File: src/rtl/semaforo_ssd_ctrl.sv
// Two-way traffic-light controller with pedestrian shortening, maintenance flash
// and a multiplexed seven-segment countdown of the seconds left in the current phase.
module semaforo_ssd_ctrl #(
   parameter int CLK_HZ      = 100000000,
   parameter int REFRESH_DIV = 100000,
   parameter int DIGITS      = 2,
   parameter int GREEN_S     = 25,
   parameter int YELLOW_S    = 4,
   parameter int ALLRED_S    = 2,
   parameter int PED_MIN_S   = 5
) (
   input  logic       CLK100MHZ,
   input  logic       RST,
   input  logic       PED_REQ,
   input  logic       MAINT,
   output logic [2:0] LIGHT_NS,
   output logic [2:0] LIGHT_EW,
   output logic [7:0] AN,
   output logic [6:0] display
);

   localparam int CW = (CLK_HZ > 1) ? $clog2(CLK_HZ) : 1;
   localparam int RW = (REFRESH_DIV > 1) ? $clog2(REFRESH_DIV) : 1;
   localparam logic [CW-1:0] CNT_MAX  = CW'(CLK_HZ - 1);
   localparam logic [CW-1:0] CNT_HALF = CW'(CLK_HZ / 2);
   localparam logic [RW-1:0] REF_MAX  = RW'(REFRESH_DIV - 1);
   localparam logic [2:0]    DIG_MAX  = 3'(DIGITS - 1);
   localparam logic [7:0]    GREEN_D  = 8'(GREEN_S);
   localparam logic [7:0]    YELLOW_D = 8'(YELLOW_S);
   localparam logic [7:0]    ALLRED_D = 8'(ALLRED_S);
   localparam logic [7:0]    PED_D    = 8'(PED_MIN_S);
   localparam logic [2:0]    RED      = 3'b100;
   localparam logic [6:0]    DASH     = 7'b1111110;

   typedef enum logic [2:0] {
      ALLRED_A  = 3'd0,
      NS_GREEN  = 3'd1,
      NS_YELLOW = 3'd2,
      ALLRED_B  = 3'd3,
      EW_GREEN  = 3'd4,
      EW_YELLOW = 3'd5,
      FLASH     = 3'd6
   } state_t;

   function automatic logic [7:0] duration_f(input state_t st);
      case (st)
         NS_GREEN, EW_GREEN:   duration_f = GREEN_D;
         NS_YELLOW, EW_YELLOW: duration_f = YELLOW_D;
         default:              duration_f = ALLRED_D;
      endcase
   endfunction

   function automatic state_t succ_f(input state_t st);
      case (st)
         ALLRED_A:  succ_f = NS_GREEN;
         NS_GREEN:  succ_f = NS_YELLOW;
         NS_YELLOW: succ_f = ALLRED_B;
         ALLRED_B:  succ_f = EW_GREEN;
         EW_GREEN:  succ_f = EW_YELLOW;
         default:   succ_f = ALLRED_A;
      endcase
   endfunction

   function automatic logic is_green_f(input state_t st);
      is_green_f = (st == NS_GREEN) || (st == EW_GREEN);
   endfunction

   // Returns {NS, EW}; unknown encodings fall back to all red.
   function automatic logic [5:0] lights_f(input state_t st, input logic blink);
      case (st)
         NS_GREEN:  lights_f = {3'b001, RED};
         NS_YELLOW: lights_f = {3'b010, RED};
         EW_GREEN:  lights_f = {RED, 3'b001};
         EW_YELLOW: lights_f = {RED, 3'b010};
         FLASH:     lights_f = {1'b0, blink, 1'b0, 1'b0, blink, 1'b0};
         default:   lights_f = {RED, RED};
      endcase
   endfunction

   function automatic logic [11:0] bcd_f(input logic [7:0] bin);
      logic [19:0] sh;
      sh = {12'd0, bin};
      for (int k = 0; k < 8; k++) begin
         if (sh[11:8] >= 4'd5)  sh[11:8]  = sh[11:8] + 4'd3;
         if (sh[15:12] >= 4'd5) sh[15:12] = sh[15:12] + 4'd3;
         if (sh[19:16] >= 4'd5) sh[19:16] = sh[19:16] + 4'd3;
         sh = sh << 1;
      end
      bcd_f = sh[19:8];
   endfunction

   function automatic logic [6:0] seg_f(input logic [3:0] d);
      case (d)
         4'd0:    seg_f = 7'b0000001;
         4'd1:    seg_f = 7'b1001111;
         4'd2:    seg_f = 7'b0010010;
         4'd3:    seg_f = 7'b0000110;
         4'd4:    seg_f = 7'b1001100;
         4'd5:    seg_f = 7'b0100100;
         4'd6:    seg_f = 7'b0100000;
         4'd7:    seg_f = 7'b0001111;
         4'd8:    seg_f = 7'b0000000;
         4'd9:    seg_f = 7'b0000100;
         default: seg_f = 7'b1111111;
      endcase
   endfunction

   localparam logic [6:0] RST_SEG = seg_f(4'(ALLRED_S % 10));

   logic [CW-1:0] cnt_r, cnt_nx_s;
   logic          tick_s, blink_nx_s, flash_exit_s;
   logic          ped_meta_r, ped_sync_r, ped_prev_r, ped_rise_s;
   logic          maint_meta_r, maint_sync_r;
   state_t        state_r, state_nx_s;
   logic [7:0]    remain_r, remain_nx_s;
   logic          pending_r, pending_nx_s, advance_s;
   logic [RW-1:0] ref_r;
   logic          ref_wrap_s;
   logic [2:0]    dig_r, dig_nx_s;
   logic [11:0]   bcd_s;
   logic [3:0]    digit_s;
   logic [2:0]    light_ns_r, light_ew_r;
   logic [7:0]    an_r;
   logic [6:0]    seg_r;

   assign tick_s       = (cnt_r == CNT_MAX);
   assign flash_exit_s = (state_r == FLASH) && !maint_sync_r;
   // Leaving maintenance restarts the second so the clearance lasts its full duration.
   assign cnt_nx_s     = (tick_s || flash_exit_s) ? '0 : cnt_r + CW'(1);
   assign blink_nx_s   = (cnt_nx_s < CNT_HALF);
   assign ped_rise_s   = ped_sync_r & ~ped_prev_r;
   assign ref_wrap_s   = (ref_r == REF_MAX);
   assign dig_nx_s     = ref_wrap_s ? ((dig_r == DIG_MAX) ? 3'd0 : dig_r + 3'd1) : dig_r;
   assign bcd_s        = bcd_f(remain_nx_s);

   // Next phase, remaining seconds and pedestrian bookkeeping.
   always_comb begin
      state_nx_s   = state_r;
      remain_nx_s  = remain_r;
      pending_nx_s = pending_r | ped_rise_s;
      advance_s    = 1'b0;
      if (maint_sync_r) begin
         state_nx_s   = FLASH;
         pending_nx_s = 1'b0;
      end else begin
         case (state_r)
            FLASH: begin
               state_nx_s   = ALLRED_B;
               remain_nx_s  = ALLRED_D;
               pending_nx_s = ped_rise_s;
            end
            NS_GREEN, EW_GREEN: begin
               if (pending_r) pending_nx_s = 1'b0;
               else           pending_nx_s = ped_rise_s;
               if (pending_r && (remain_r > PED_D)) begin
                  remain_nx_s = PED_D;
               end else if (tick_s) begin
                  if (remain_r == 8'd1) advance_s = 1'b1;
                  else                  remain_nx_s = remain_r - 8'd1;
               end else begin
                  remain_nx_s = remain_r;
               end
            end
            default: begin
               if (tick_s) begin
                  if (remain_r == 8'd1) advance_s = 1'b1;
                  else                  remain_nx_s = remain_r - 8'd1;
               end else begin
                  remain_nx_s = remain_r;
               end
            end
         endcase
         if (advance_s) begin
            state_nx_s = succ_f(state_r);
            if (is_green_f(state_nx_s) && pending_nx_s) begin
               remain_nx_s  = PED_D;
               pending_nx_s = 1'b0;
            end else begin
               remain_nx_s = duration_f(state_nx_s);
            end
         end else begin
         end
      end
   end

   // Digit of the next countdown value that the next active anode will show.
   always_comb begin
      case (dig_nx_s)
         3'd0:    digit_s = bcd_s[3:0];
         3'd1:    digit_s = bcd_s[7:4];
         3'd2:    digit_s = bcd_s[11:8];
         default: digit_s = 4'd0;
      endcase
   end

   // Second counter and input synchronisers.
   always_ff @(posedge CLK100MHZ or negedge RST) begin
      if (!RST) begin
         cnt_r        <= '0;
         ped_meta_r   <= 1'b0;
         ped_sync_r   <= 1'b0;
         ped_prev_r   <= 1'b0;
         maint_meta_r <= 1'b0;
         maint_sync_r <= 1'b0;
      end else begin
         cnt_r        <= cnt_nx_s;
         ped_meta_r   <= PED_REQ;
         ped_sync_r   <= ped_meta_r;
         ped_prev_r   <= ped_sync_r;
         maint_meta_r <= MAINT;
         maint_sync_r <= maint_meta_r;
      end
   end

   // Phase state and lights; lights are derived from the next state so they track state_r exactly.
   always_ff @(posedge CLK100MHZ or negedge RST) begin
      if (!RST) begin
         state_r    <= ALLRED_A;
         remain_r   <= ALLRED_D;
         pending_r  <= 1'b0;
         light_ns_r <= RED;
         light_ew_r <= RED;
      end else begin
         state_r                  <= state_nx_s;
         remain_r                 <= remain_nx_s;
         pending_r                <= pending_nx_s;
         {light_ns_r, light_ew_r} <= lights_f(state_nx_s, blink_nx_s);
      end
   end

   // Display refresh scan, anodes and segments.
   always_ff @(posedge CLK100MHZ or negedge RST) begin
      if (!RST) begin
         ref_r <= '0;
         dig_r <= 3'd0;
         an_r  <= 8'hFE;
         seg_r <= RST_SEG;
      end else begin
         ref_r <= ref_wrap_s ? '0 : ref_r + RW'(1);
         dig_r <= dig_nx_s;
         an_r  <= ~(8'd1 << dig_nx_s);
         seg_r <= (state_nx_s == FLASH) ? DASH : seg_f(digit_s);
      end
   end

   assign LIGHT_NS = light_ns_r;
   assign LIGHT_EW = light_ew_r;
   assign AN       = an_r;
   assign display  = seg_r;

endmodule

File: config.mk
export PLATFORM = sky130hd
export DESIGN_NAME = semaforo_ssd_ctrl
export DESIGN_NICKNAME = d
export VERILOG_FILES = /design/src/rtl/semaforo_ssd_ctrl.sv
export SDC_FILE = /design/constraint.sdc
export NUM_CORES = 1
export LEC_CHECK = 0
export BUFFER_PORTS_ARGS = -buffer_cell sky130_fd_sc_hd__buf_2
export CELL_PAD_IN_SITES_DETAIL_PLACEMENT = 0
export CELL_PAD_IN_SITES_GLOBAL_PLACEMENT = 1
export CORE_MARGIN = 2
export CORE_UTILIZATION = 35
export CTS_CLUSTER_SIZE = 40
export DETAILED_ROUTE_END_ITERATION = 8
export PLACE_DENSITY = 0.61
export SYNTH_ARGS = -nofsm -noshare
export SYNTH_HDL_FRONTEND = slang
export SYNTH_SLANG_ARGS = --single-unit
File: constraint.sdc
create_clock -name CLK100MHZ -period 19.8 [get_ports CLK100MHZ]
set_clock_uncertainty 0.1 [all_clocks]
set_input_delay 2.97 -clock CLK100MHZ [delete_from_list [all_inputs] [get_ports CLK100MHZ]]
set_output_delay 2.97 -clock CLK100MHZ [all_outputs]
set_load 0.01 [all_outputs]
# After elaboration in Yosys (flattened, before gate mapping)
# Memories as Yosys holds them, arrays and structs flattened.
# Index checks and enable logic that the tools add are counted.
# totals
reg_bits,85
mem_bits_ro,112
input_bits,4
mem_count,1
# memory_table
memory,depth,width,read_ports,rd_ports_with_merged_regs,write_ports,line,text
(no name shown),16,7,1,0,0,93,case (d)
# classes
add_sub_neg,22
n_lt_le_gt_ge,20
eq_ne,20
shift,1
n_mux,50
bitwise_logic,4
n_reduce_logical,11
# op_table
operator,count
"4-bit by 3-bit greater-or-equal comparator with 1-bit output, second input constant",15
4-bit 2-to-1 mux,12
"4-bit by 2-bit adder with 4-bit output, second input constant",11
8-bit 2-to-1 mux,5
3-bit 2-to-1 mux,13
6-bit case mux with 5 select lines,1
"27-bit by 1-bit adder with 27-bit output, second input constant",1
"27-bit == test, second input constant",1
"27-bit by 26-bit less-than comparator with 1-bit output, second input constant",1
27-bit 2-to-1 mux,1
"3-bit == test, second input constant",7
"17-bit by 1-bit adder with 17-bit output, second input constant",1
"17-bit == test, second input constant",1
17-bit 2-to-1 mux,1
8-bit case mux with 2 select lines,1
"3-bit by 1-bit == test with 1-bit output, second input constant",5
"3-bit by 2-bit == test with 1-bit output, second input constant",5
3-bit case mux with 5 select lines,1
"3-bit by 2-bit adder with 3-bit output, second input constant",4
4-bit case mux with 3 select lines,1
5-bit case mux with 2 select lines,1
1-bit 2-to-1 mux,9
"8-bit by 1-bit == test with 1-bit output, second input constant",1
"8-bit by 3-bit > comparator with 1-bit output, second input constant",1
19 further kinds,28

# Depth between registers and ports, before layout
# Gate-level depths: netlist of the first run.
# An unclocked memory read counts as a cell.
# logic_depth
ltp_word,31
mapped_depth,38
ltp_nobuf,38

# Least setup slack after synthesis of the first run
# No wires, ideal clock.
# synth_path
kind,flip-flop to flip-flop
from,reg remain_r[0]
to,reg seg_r[2] (netlist: display[2])
setup_time_ns,0.124
arrival_ns,8.008
slack_ns,11.569
path_stages_with_launch,36
n_path_buf,0
synth_period_minus_slack_ns,8.231
path_cell_list,dfrtp_1 -> inv_1 -> ha_1 -> or4b_1 -> or2_1 -> or4_1 -> xor2_1 -> or2_2 -> ha_1 -> and2_1 -> a311o_1 -> a211oi_1 -> o211a_1 -> a21oi_1 -> ha_1 -> inv_1 -> o211ai_1 -> a2bb2oi_1 -> o22ai_1 -> ha_1 -> nor2b_1 -> nor2_1 -> mux2i_1 -> ha_1 -> inv_1 -> ha_1 -> a21oi_1 -> xor2_1 -> inv_1 -> ha_1 -> or4_1 -> a311o_1 -> a22o_1 -> a211oi_2 -> a21oi_1 -> a211o_1
# synth_via
elab_chain_cells,25
word_cells_on_any_way,69
classes_between,add/sub (17); order compare (17); eq/ne (2); mux (31); reduce/logical (1); memory (1)
# synth_rtl
item,line,text
from (decl),115,"logic [7:0] remain_r, remain_nx_s;"
from (signal assigned),225,remain_r <= remain_nx_s;
branches (longest 24 deep; another with 8-bit by 1-bit subtractor with 8-bit output),-,
7-bit 2-to-1 mux *,242,seg_r <= (state_nx_s == FLASH) ? DASH : seg_f(digit_s);
to (signal assigned),242,
to (decl),124,logic [6:0] seg_r;
# Mark *: on every way between the ends. The select of a mux whose other input is x is not followed.

# Worst setup path after layout of the first run
# layout_path
from,reg remain_r[0]
to,reg seg_r[0] (netlist: display[0])
# The elaborated chain is that of the path after synthesis.

==> results of run 1 <==
## cell families after synthesis
logic type               after synthesis
multiplexers                          11
AND/OR/NAND/NOR                      241
adder cells (fa/ha/maj)               21
XOR/XNOR                              46
buffers and inverters                 46
flip-flops                            85
AO/OA/AOI/OAI                        124
## report_power, final
group / internal (mW) / switching (mW) / total, mW
combinational: 0.0132 / 0.0227 / 0.0359
clock: 0.0852 / 0.0696 / 0.155
sequential: 0.182 / 0.00628 / 0.188
## per-stage QoR
step	utilization, %	area [um2]
2_1_floorplan	-	5300
3_3_place_gp	38.4	5620
3_5_place_dp	38.4	5620
4_1_cts	40.2	5890
5_1_grt	40.2	5890
6_report	40.2	5890
## placed cells by master, fill, tap and decap left out, types with 9 or more instances in the layout
cell type  instances
dfstp_2           12
and2_1            12
xor2_1            29
o21ai_0           22
inv_1             31
buf_2             23
ha_1              21
and3_1            10
nand2b_1           9
or3_1             10
clkbuf_16          9
mux2i_1           10
nand3_1           24
nand2_1           46
a21oi_1           27
nor3_1            17
nor2_1            60
dfrtp_1           73
xnor2_1           17
## sequential cells by signal (all words and copies together) (netlist names)
register and count:
pending_r 1, display 7, ped_meta_r 1, LIGHT_EW 3, dig_r 3, ped_sync_r 1
ref_r 17, remain_r 8, ped_prev_r 1, maint_sync_r 1, state_r 3, LIGHT_NS 3
maint_meta_r 1, AN 8, cnt_r 27
## layout make-up
class	count	area, um2
fillers	1472	8750
multi-input cells	443	2980
flip-flops and latches	85	2140
clock buffers	11	233
well taps	184	230
repair buffers	29	160
inverters	31	116
clock inverters	5	36.3
## worst max-delay path: cells and delay by family, from the launching register on
| kind | cells | cell delay (ps) |
|---|---|---|
| xor gates and xnor gates | 2 | 420 |
| AOI/OAI and AO/OA | 10 | 1910 |
| adders and majority gates | 8 | 1930 |
| muxes | 1 | 450 |
| and+or+nand+nor | 10 | 3250 |
| buffers and inverters | 5 | 590 |
| DFF | 1 | 420 |
## metal layers
metal	track usage (%)	up-vias	share of wire (%)	wire, um
li1	-	2125	-	-
met1	21.8	2073	48	5980
met2	26.1	63	47	5780
met3	3.81	12	3.5	427
met4	4.78	0	1.4	168
met5	0	-	0	0
## synth_stat cells (3+ instances only)
master / n / share of area, %
ha_1: 21 / 5.0
mux2i_1: 10 / 1.9
and3_1: 10 / 1.2
and4_1: 5 / 0.83
o221ai_1: 3 / 0.50
o22ai_1: 3 / 0.35
xor2_1: 29 / 4.8
xnor2_1: 17 / 2.8
o211ai_1: 4 / 0.57
o21ai_0: 23 / 2.2
or3_1: 10 / 1.2
a211o_1: 3 / 0.50
o21bai_1: 3 / 0.42
nor3_1: 17 / 1.6
a211oi_1: 5 / 0.71
inv_1: 31 / 2.2
a22oi_1: 3 / 0.42
nand4_1: 6 / 0.71
a21o_1: 5 / 0.71
and2_1: 12 / 1.4
or4_1: 4 / 0.57
nand3_1: 24 / 2.3
clkbuf_1: 9 / 0.64
nor4_1: 6 / 0.71
nand2b_1: 9 / 1.1
a21oi_1: 27 / 2.5
dfstp_2: 12 / 5.9
nor2_1: 60 / 4.2
nor2b_1: 3 / 0.35
nor4bb_1: 4 / 0.76
dfrtp_1: 73 / 34
o31ai_1: 3 / 0.42
or2_2: 5 / 0.59
nand3b_1: 3 / 0.42
nand2_1: 46 / 3.3
## how the worst max path moves through the flow
stage / start / to / slack, ps / cells past startpoint
3_5_place_dp: remain_r[0] / display[0] / 10760 / 36
4_1_cts: remain_r[0] / display[0] / 10700 / 36
3_3_place_gp: remain_r[0] / display[2] / 10990 / 35
5_1_grt: cnt_r[11] / display[0] / 9760 / 34
2_1_floorplan: remain_r[0] / display[2] / 11570 / 35
6_report: remain_r[0] / display[0] / 10620 / 36
==> impl_metrics.env, run 1 <==
export IMPL_synth_top_family_by_area="simple AND/OR/NAND/NOR gates"
export IMPL_required_ps=19920
export IMPL_hold_viol=0
export IMPL_io_pins=25
export IMPL_cts_hold_buffers=0
export IMPL_syn_nets=599
export IMPL_fin_total_pwr_mw=0.379
export IMPL_cts_max_level=3
export IMPL_start_kind="register"
export IMPL_p_leak_nw=2.60
export IMPL_antenna_diode_count=0
export IMPL_synthSimpleGateAreaFrac_pct=24.1
export IMPL_vias=4273
export IMPL_antenna_found_initial=0
export IMPL_syn_avg_cell_area_um2=9.24
export IMPL_yosys_warnings=0
export IMPL_synth_edff_count=0
export IMPL_clk_latency_ps=350
export IMPL_synth_fa_ha_area_share_pct=4.96
export IMPL_fp_dieW_um=127
export IMPL_clockBufferDepth=2
export IMPL_cp_common_cell="ha_1"
export IMPL_worstMarginPinSlew_ps=1000
export IMPL_cts_sinks=85
export IMPL_status="finished clean"
export IMPL_synthXorXnorAreaFrac_pct=7.60
export IMPL_drt_total_wl_um=12400
export IMPL_hold_ws_ps=246
export IMPL_gp_congestion=0.794
export IMPL_grt_setup_unrepaired="false"
export IMPL_r2r_slack_ps=10620
export IMPL_synth_distinct_cells=87
export IMPL_setup_ws_ps=10620
export IMPL_drtIter0Drc=214
export IMPL_power_density_nw_per_um2=64.3
export IMPL_drt_first_pass_iters=4
export IMPL_grt_max_degree=61
export IMPL_holdPathEnd="maint_sync_r"
export IMPL_wl_per_cell_um=15.7
export IMPL_reg2reg_to="display[0]"
export IMPL_grt_pass1_vias=4261
export IMPL_yosys_register_bits=85
export IMPL_slowest_stage="nor4_1"
export IMPL_max_cap_viol_count=0
export IMPL_min_from="maint_meta_r"
export IMPL_area_growth_syn_to_layout_pct=11.2
export IMPL_drcViolationCount=0
export IMPL_drive_above_1_share_pct=14.2
export IMPL_die_h_um=127
export IMPL_setup_viol=0
export IMPL_port_buffers=24
export IMPL_initial_core_util_pct=36.2
export IMPL_cts_root_buf="clkbuf_16"
export IMPL_max_freq_mhz=109
export IMPL_cpPeakStageDelay_ps=880
export IMPL_critPathKind="register to register"
export IMPL_dp_cells=772
export IMPL_synth_async_reset_ratio_pct=100
export IMPL_core_area_um2=14600
export IMPL_syn_inst=574
export IMPL_reg2regPathDepth=36
export IMPL_synth_compound_area_share_pct=17.1
export IMPL_hpwlAfterDp_um=8970
export IMPL_relSlewSlack_pct=32.7
export IMPL_synth_main_ff_cell="dfrtp_1"
export IMPL_synthMuxAreaShare_pct=2.10
export IMPL_synth_seq_area_share_pct=40.4
export IMPL_syn_area_um2=5300
export IMPL_min_path_cells=0
export IMPL_min_period_over_period_pct=46.3
export IMPL_dieArea_um2=16100
export IMPL_postCtsSetupRepairBufs=0
export IMPL_worstSetupEndpointType="register"
export IMPL_nets=624
export IMPL_drtAntennaViolNets=0
export IMPL_clk_pin_slew_ps=60
export IMPL_grt_overflow=0
export IMPL_track_usage_pct=16.2
export IMPL_grt_pass1_wl_um=21100
export IMPL_cts_buffers=9
export IMPL_crit_fanout=6
export IMPL_reg2reg_from="remain_r[0]"
export IMPL_tns_ps=0
export IMPL_tritoncts="built"
export IMPL_post_cts_resized=0
export IMPL_vdd_drop_max_v=0.0000528
export IMPL_hp_class="register to register"
export IMPL_drv_slew=0
export IMPL_final_cell_count_no_fill=788
export IMPL_worstPathArrival_ps=9290
export IMPL_avgViaCountPerCell=5.42
export IMPL_rows=44
export IMPL_fin_crit_ps=9180
export IMPL_post_place_ws_ps=10760
Power figures use the tool's default switching activity.
==> run 2, diff against run 1 <==
Settings changed: PLACE_DENSITY 0.61 to 0.64.
Clock period 19.8 ns to 7.8 ns, I/O delays scaled along.
==> run 2 against run 1 <==
  * Largest power group unchanged
  * Core utilization rose by 4.5 points
  * Combinational power rose to 3.0 times the previous value
  * Cell area rose by 11%
  * Die area did not move
  * Highest routed layer unchanged
  * Worst setup slack got worse by 10000 ps
  * Via count rose by 4.2%
  * Sequential power rose to 2.5 times the previous value
  * Critical path depth did not move
  * Global-route usage rose by 0.34 points
  * Cell count rose by 5.7%
  * Maximum frequency rose by 22%
==> impl_metrics.env, run 2 (synthesized netlist as in run 1, its figures left out) <==
export IMPL_status="finished clean"
export IMPL_drcViolationCount=0
export IMPL_setup_viol=0
export IMPL_core_area_um2=14600
export IMPL_critPathKind="register to register"
export IMPL_area_growth_syn_to_layout_pct=23.5
export IMPL_worstSetupEndpointType="register"
export IMPL_track_usage_pct=16.5
export IMPL_clk_latency_ps=350
export IMPL_final_util_pct=44.7
export IMPL_regMostFlops="cnt_r"
export IMPL_grt_pass1_vias=4405
export IMPL_tritoncts="built"
export IMPL_r2r_slack_ps=270
export IMPL_slowest_stage="or4_4"
export IMPL_grt_max_degree=63
export IMPL_vias=4454
export IMPL_hpwlAfterDp_um=9050
export IMPL_hold_viol=0
export IMPL_min_period_over_period_pct=96.5
export IMPL_cts_sinks=85
export IMPL_vdd_drop_max_v=0.000101
export IMPL_fp_dieW_um=127
export IMPL_antenna_found_initial=0
export IMPL_worstPathArrival_ps=7660
export IMPL_grt_pass1_wl_um=21700
export IMPL_required_ps=7930
export IMPL_die_h_um=127
export IMPL_io_pins=25
export IMPL_wl_per_cell_um=15.4
export IMPL_fillers=1428
export IMPL_grt_overflow=0
export IMPL_final_cell_mix="dfrtp_1, nor2_1, buf_4"
export IMPL_fin_total_pwr_mw=1.02
export IMPL_drt_first_pass_iters=4
export IMPL_relSlewSlack_pct=28.7
export IMPL_fin_crit_ps=7530
export IMPL_initial_core_util_pct=36.2
export IMPL_gp_congestion=0.826
export IMPL_clk_pin_slew_ps=60
export IMPL_clockBufferDepth=2
export IMPL_layout_commonest_cell="dfrtp_1"
export IMPL_drtAntennaViolNets=0
export IMPL_start_kind="register"
export IMPL_power_density_nw_per_um2=156
export IMPL_drtIter0Drc=223
export IMPL_dieArea_um2=16100
export IMPL_max_freq_mhz=133
export IMPL_critPathBufInv=5
export IMPL_antenna_diode_count=0
export IMPL_cp_top_family="simple AND/OR/NAND/NOR gates"
export IMPL_tns_ps=0
export IMPL_p_leak_nw=2.86
export IMPL_top_regs="cnt_r: 27 flops, ref_r: 17 flops"
export IMPL_drv_slew=0
export IMPL_port_buffers=24
export IMPL_max_cap_viol_count=0
export IMPL_worstMarginPinSlew_ps=1060
export IMPL_cts_hold_buffers=0
export IMPL_hp_class="register to register"
export IMPL_largest_register_ffs=27
export IMPL_drive_above_1_share_pct=27.1
export IMPL_nets=669
export IMPL_drt_total_wl_um=12800
export IMPL_dp_cells=799
export IMPL_crit_fanout=7
export IMPL_cts_buffers=9
export IMPL_cts_max_level=3
export IMPL_avgViaCountPerCell=5.35
export IMPL_cts_root_buf="clkbuf_16"
export IMPL_final_cell_count_no_fill=833
export IMPL_rows=44
export IMPL_cpPeakStageDelay_ps=520
export IMPL_grt_setup_unrepaired="true"
run 2: cell type report:
cell class / instances / area (um2) / area share, %
Sequential cell: 85 / 2140 / 32.7
Inverter: 31 / 120 / 1.83
Tap cell: 184 / 230 / 3.52
Timing Repair Buffer: 74 / 509 / 7.78
Clock inverter: 5 / 60.1 / 0.917
Clock buffer: 11 / 243 / 3.71
Multi-Input combinational cell: 443 / 3240 / 49.5
run 2: worst register-to-register path: cells and delay by family, from the launching register on:
family / cells / cell delay [ps]
simple gates: 9 / 2360
flops: 1 / 380
fa+ha+maj: 7 / 1230
xor+xnor: 2 / 390
mux: 1 / 210
buf+inv: 5 / 420
compound gates: 12 / 2340
run 2: metal layers:
metal,track usage [%],wire length (um),vias to the layer above
li1,-,-,2208
met1,21.2,6020,2183
met2,27.6,6240,51
met3,4.69,403,12
met4,4.27,146,0
met5,0,0,-
run 2: metrics by stage:
stage | instance area, um2 | hold slack [ps] | setup slack [ps]
final | 6550 | 250 | 273
after global placement | 5870 | 236 | 84.5
after detailed placement | 5870 | 239 | -121
after global routing | 6550 | 265 | -123
after CTS | 6260 | 253 | 78.1
after floorplan | 5350 | 231 | 0.495
run 2: worst paths after layout:
kind	cells after the start	startpoint	end
max in group asynchronous	2	RST	maint_sync_r
min reg2reg	0	maint_meta_r	maint_sync_r
max	36	remain_r[1]	display[2]
min	0	maint_meta_r	maint_sync_r
max reg2reg	36	remain_r[1]	display[2]
min in group asynchronous	1	RST	cnt_r[20]
run 2: where the power goes:
| part | switching (mW) | leakage (nW) | internal (mW) | total (mW) |
|---|---|---|---|---|
| logic | 0.0640 | 1.62 | 0.0423 | 0.106 |
| clock network | 0.179 | 0.146 | 0.258 | 0.437 |
| registers | 0.0149 | 1.09 | 0.461 | 0.476 |
run 2: repair_timing:
action                                  in CTS  in global routing
buffers inserted                             7                 11
pin swaps                                    9                 21
endpoints found under the setup margin       7                  7
gates resized for setup                     10                 44
hold endpoints to repair                     0                  0
